===== src/rtl/inst_fetch_queue_pkg.sv =====
// Shared definitions for the instruction fetch queue: datapath width,
// fetch FSM encoding and the word-alignment helper used on fetch addresses.
package inst_fetch_queue_pkg;

   localparam int COMMON_WIDTH = 32;
   localparam int ENTRY_WIDTH  = 2 * COMMON_WIDTH;

   typedef enum logic [1:0] {
      FS_IDLE  = 2'd0,
      FS_WAIT  = 2'd1,
      FS_DRAIN = 2'd2
   } fetch_state_t;

   // Instruction memory is word addressed, so the two low bits are forced to zero.
   function automatic logic [COMMON_WIDTH-1:0] word_align(input logic [COMMON_WIDTH-1:0] addr);
      return addr & ~COMMON_WIDTH'(3);
   endfunction

endpackage


===== src/rtl/inst_fetch_queue_fetch_fifo.sv =====
// Synchronous FIFO holding {pc, instr} pairs between fetch and decode.
// The head entry is presented combinationally; flush empties it in one edge.
module fetch_fifo
   import inst_fetch_queue_pkg::*;
#(
   parameter int DEPTH = 4,
   parameter int WIDTH = ENTRY_WIDTH
)
(
   input  logic                   clk,
   input  logic                   rst,
   input  logic                   push,
   input  logic                   pop,
   input  logic                   flush,
   input  logic [WIDTH-1:0]       wdata,
   output logic [WIDTH-1:0]       rdata,
   output logic [$clog2(DEPTH):0] count
);

   localparam int PW = $clog2(DEPTH);
   localparam int CW = PW + 1;

   logic [WIDTH-1:0] storage [DEPTH];
   logic [PW-1:0]    wr_ptr;
   logic [PW-1:0]    rd_ptr;
   logic             do_push;
   logic             do_pop;

   assign do_push = push && (count != CW'(DEPTH));
   assign do_pop  = pop && (count != '0);
   assign rdata   = storage[rd_ptr];

   // Pointer and occupancy bookkeeping; flush wins over any same-cycle push or pop.
   always_ff @(posedge clk or posedge rst) begin
      if (rst) begin
         wr_ptr <= '0;
         rd_ptr <= '0;
         count  <= '0;
      end else if (flush) begin
         wr_ptr <= '0;
         rd_ptr <= '0;
         count  <= '0;
      end else begin
         if (do_push) wr_ptr <= wr_ptr + PW'(1);
         if (do_pop)  rd_ptr <= rd_ptr + PW'(1);
         if (do_push && !do_pop)      count <= count + CW'(1);
         else if (do_pop && !do_push) count <= count - CW'(1);
      end
   end

   // Entry storage, cleared on reset so the head reads zero until the first push.
   always_ff @(posedge clk or posedge rst) begin
      if (rst) begin
         for (int i = 0; i < DEPTH; i++) storage[i] <= '0;
      end else if (do_push && !flush) begin
         storage[wr_ptr] <= wdata;
      end
   end

endmodule


===== src/rtl/inst_fetch_queue.sv =====
// Instruction fetch stage: issues one memory request at a time for the
// current PC, buffers results for decode, and drops in-flight data on flush.
module inst_fetch_queue
   import inst_fetch_queue_pkg::*;
#(
   parameter int DEPTH = 4
)
(
   input  logic                    clk,
   input  logic                    rst,
   input  logic [COMMON_WIDTH-1:0] pc_addr,
   input  logic                    flush,
   output logic                    fetch_stall,
   output logic                    imem_req,
   output logic [COMMON_WIDTH-1:0] imem_addr,
   input  logic                    imem_ack,
   input  logic [COMMON_WIDTH-1:0] imem_rdata,
   output logic                    id_valid,
   input  logic                    id_ready,
   output logic [COMMON_WIDTH-1:0] id_pc,
   output logic [COMMON_WIDTH-1:0] id_instr,
   output logic [$clog2(DEPTH):0]  count
);

   localparam int CW = $clog2(DEPTH) + 1;

   fetch_state_t           state;
   fetch_state_t           state_next;
   logic                   inhibit;
   logic [COMMON_WIDTH-1:0] addr_q;
   logic                   issue;
   logic                   push;
   logic                   pop;
   logic [ENTRY_WIDTH-1:0] head;

   // Issue decision, memory request outputs and next-state logic.
   always_comb begin
      issue       = (state == FS_IDLE) && !inhibit && !flush && (count < CW'(DEPTH));
      imem_req    = issue || (state != FS_IDLE);
      imem_addr   = (state == FS_IDLE) ? word_align(pc_addr) : addr_q;
      fetch_stall = !issue;
      push        = 1'b0;
      state_next  = state;
      case (state)
         FS_IDLE: begin
            if (issue) begin
               if (imem_ack) push = 1'b1;
               else          state_next = FS_WAIT;
            end
         end
         FS_WAIT: begin
            if (imem_ack) begin
               push       = !flush;
               state_next = FS_IDLE;
            end else if (flush) begin
               state_next = FS_DRAIN;
            end
         end
         FS_DRAIN: begin
            if (imem_ack) state_next = FS_IDLE;
         end
         default: state_next = FS_IDLE;
      endcase
   end

   // FSM state register; reset abandons any outstanding request.
   always_ff @(posedge clk or posedge rst) begin
      if (rst) state <= FS_IDLE;
      else     state <= state_next;
   end

   // Hold off the very first fetch so the PC register's reset value is never requested.
   always_ff @(posedge clk or posedge rst) begin
      if (rst) inhibit <= 1'b1;
      else     inhibit <= 1'b0;
   end

   // Capture the accepted address so it stays stable through wait states.
   always_ff @(posedge clk or posedge rst) begin
      if (rst)        addr_q <= '0;
      else if (issue) addr_q <= word_align(pc_addr);
   end

   assign id_valid = (count != '0);
   assign pop      = id_valid && id_ready;
   assign id_pc    = head[ENTRY_WIDTH-1:COMMON_WIDTH];
   assign id_instr = head[COMMON_WIDTH-1:0];

   fetch_fifo #(
      .DEPTH (DEPTH),
      .WIDTH (ENTRY_WIDTH)
   ) u_fifo (
      .clk   (clk),
      .rst   (rst),
      .push  (push),
      .pop   (pop),
      .flush (flush),
      .wdata ({imem_addr, imem_rdata}),
      .rdata (head),
      .count (count)
   );

endmodule


===== config.mk =====
export PLATFORM = sky130hd
export DESIGN_NAME = inst_fetch_queue
export DESIGN_NICKNAME = d
export VERILOG_FILES = /design/src/rtl/inst_fetch_queue_pkg.sv /design/src/rtl/inst_fetch_queue_fetch_fifo.sv /design/src/rtl/inst_fetch_queue.sv
export SDC_FILE = /design/constraint.sdc
export NUM_CORES = 1
export LEC_CHECK = 0
export CAP_MARGIN = 30
export CORE_MARGIN = 10
export CORE_UTILIZATION = 45
export DETAILED_ROUTE_END_ITERATION = 16
export PLACE_DENSITY = 0.67
export SYNTH_ARGS = -nofsm -noshare
export SYNTH_HDL_FRONTEND = slang
export SYNTH_SLANG_ARGS = --single-unit

===== constraint.sdc =====
create_clock -name clk -period 29.4 [get_ports clk]
set_input_delay 4.41 -clock clk [delete_from_list [all_inputs] [get_ports clk]]
set_output_delay 4.41 -clock clk [all_outputs]
set_load 0.02 [all_outputs]

==> flow_summary.toml <==
[final_layout]
seq_area_sq_um = 7216
fillCellCount = 2210
nets = 1033
fin_cells = 1361
area_delta_synth_final_pct = 25.86
layout-drive-gt1-share = 0.3707
multi_input_area_sq_um = 5225

[logic_synthesis]
async_reset_ff_frac = 1.000
synth_top_area_frac = 0.5637
synth_common_cells = "dfrtp_1 (287), mux2_2 (222), mux4_2 (62)"
synth_area_sq_um = 12740
ys_types = 36
synth_flop_cell = "dfrtp_1"
seq_area_frac_synth = 0.5657
ys_ff_latch = 288
yosysTopAreaCell = "dfrtp_1"
ys_top_cells_by_area = "dfrtp_1 (56%), mux2_2 (20%), mux4_2 (11%), mux2_1 (4.9%), mux2i_1 (2.4%)"
synthCells = 790
yosysMostFrequentCell = "dfrtp_1"
ys_warn_count = 0
synth_edf_count = 0
synth_area_per_cell_sq_um = 16.13

[sta]
setup_tns_ps = 0
setup_viol = 0
hold_violations = 0
fmaxAchievable_ghz = 0.09143
fin_worst_skew_ps = 6.481
rsz0062_at_grt = "false"
max_slew_margin = 0.3836
period_needed_ps = 10940
setup_ws_ps = 18460
timing.final.crit_share = 0.3720
maxSlewViolCount = 0
hold_slack_ps = 488.4
worst_pin_slew_ps = 924.6

[grt]
grt_antenna_before_repair = 1
grt_pass1_vias = 7797
grt_pass1_wl_um = 44120
track_usage = 0.1537
grt_max_degree = 137
grt_overflow = 0

[drt]
antenna_left = 0
vias = 7188
drc = 0
drt-total-wl_um = 27270
wl_per_cell_um = 20.04
via_per_inst = 5.281
first_pass_iters = 6
dr.first_iter.drc_count = 237

[worst_setup_path]
r2r_end = "u_fifo.count[2]"
end_kind = "primary output"
cp-start-kind = "input port"
r2r_slack_ps = 26380
path_cells = "clkdlybuf4s50_1, nor4_2, buf_4, inv_1, clkdlybuf4s50_1"
cp-startpoint = "flush"
cpMostUsedCell = "clkdlybuf4s50_1"
crit_arrival_ps = 6530
crit_end = "fetch_stall"
slowest_delay_ps = 640
crit_type = "in -> out"
r2r_start = "u_fifo.count[2]"
r2r_cells = 7
crit_fanout = 31
required_ps = 24990
critPathSlowestCell = "clkdlybuf4s50_1"

[placed_design]
dp_slack_ps = 18430
port_buffers = 164
place_hpwl_um = 17200
place_congestion = 0.6961
dp_cells = 1300

[die]
die_w_um = 188.3
dieArea_sq_um = 35440
fp-row-count = 61
io_pins = 171
core_area_sq_um = 27860
fp.dieH_um = 188.3
start_util = 0.4574

[outcome]
status = "completed"

[clock_tree]
cts_buffers = 34
path_clk_slew_ps = 60
cts_tree = "done"
clk_path_buf_depth = 3
clk_latency_ps = 500
cts.sink_count = 288
cts_setup_buffers = 0
cts-htree-levels = 2
cts.root.buffer_cell = "clkbuf_16"
cts_hold_buffers = 0
ctsResizeCount = 0

[flow_run]
cap_violations = 0

[pwr]
p_leak_nw = 7.412
power_density_nw_per_um2 = 102.3
ir_drop_mv = 0.04277

[hold_path]
min_from = "u_fifo.storage[101]"
hp-class = "reg -> reg"
## worst min path at each step
stage                                     end  slack (ps)  depth (start not counted)
after CTS                  u_fifo.storage[38]         490                          1
after floorplan           u_fifo.storage[108]         460                          1
after global routing       u_fifo.storage[39]         500                          1
after global placement     u_fifo.storage[43]         470                          1
final                     u_fifo.storage[101]         490                          1
after detailed placement   u_fifo.storage[38]         480                          1
## cell type report
cell class	count	area share
clock buffers	52	0.06484
clock inverters	7	0.002809
flip-flops and latches	288	0.4500
diodes	1	0.0001561
well taps	378	0.02949
multi-input cells	421	0.3258
repair buffers	178	0.1180
inverters	36	0.008895
## per-stage QoR
step | instance area [sq um] | utilization | power, mW
detailed placement | 14920 | 0.5356 | 1.256
CTS | 16010 | 0.5745 | 1.665
global route | 16030 | 0.5755 | 1.732
floorplan | 12760 | - | 0.9965
global placement | 14740 | 0.5292 | 1.236
finish | 16040 | 0.5756 | 1.640
## registers in the layout (all words and copies together), names as in the netlist
signal          cells
addr_q             30
inhibit             1
state               2
u_fifo.count        3
u_fifo.rd_ptr       2
u_fifo.storage    248
u_fifo.wr_ptr       2
## power by group
group,internal (mW),switching (mW)
clock network,0.244,0.157
logic,0.354,0.279
registers,0.536,0.0702
## critical path: cells and delay by family
kind          cells  cell delay [ps]
buf+inv           4             1730
simple gates      1              360
## layout by cell type (no fill, tap or decap), types with 2 or more instances in the layout
master / Yosys / routed
buf_12: 0 / 2
buf_16: 0 / 6
buf_4: 4 / 6
clkbuf_1: 13 / 7
clkbuf_16: 0 / 35
clkbuf_8: 0 / 10
clkdlybuf4s50_1: 0 / 164
clkinv_2: 0 / 4
conb_1: 1 / 5
dfrtp_1: 287 / 285
dfrtp_4: 0 / 2
ha_1: 4 / 4
inv_1: 36 / 35
inv_6: 0 / 2
mux2_1: 56 / 56
mux2_2: 222 / 222
mux2i_1: 30 / 30
mux4_2: 62 / 62
nand2_1: 6 / 2
nand2_4: 0 / 4
nor2_1: 3 / 2
nor3_1: 5 / 5
nor3b_1: 3 / 3
nor4_1: 4 / 3
o21ai_0: 3 / 3
o31a_1: 2 / 2
## per-layer routing
| layer | wire [um] | track usage |
|---|---|---|
| met1 | 12170 | 0.2007 |
| met3 | 1917 | 0.04893 |
| met4 | 475 | 0.04092 |
| met5 | 0 | 0 |
| met2 | 12710 | 0.2425 |
## cell families (layout without fill, tap and decap cells)
family | Yosys count | in the layout | synth area share
buffers and inverters | 85 | 273 | 0.02877
DFF | 288 | 288 | 0.5657
other | 1 | 6 | 0.0002943
muxes | 370 | 370 | 0.3789
adders and majority gates | 5 | 5 | 0.005500
and+or+nand+nor | 28 | 28 | 0.01316
xor gates and xnor gates | 2 | 2 | 0.001375
AOI/OAI and AO/OA | 11 | 11 | 0.006285
(Power assumes the default switching activity.)
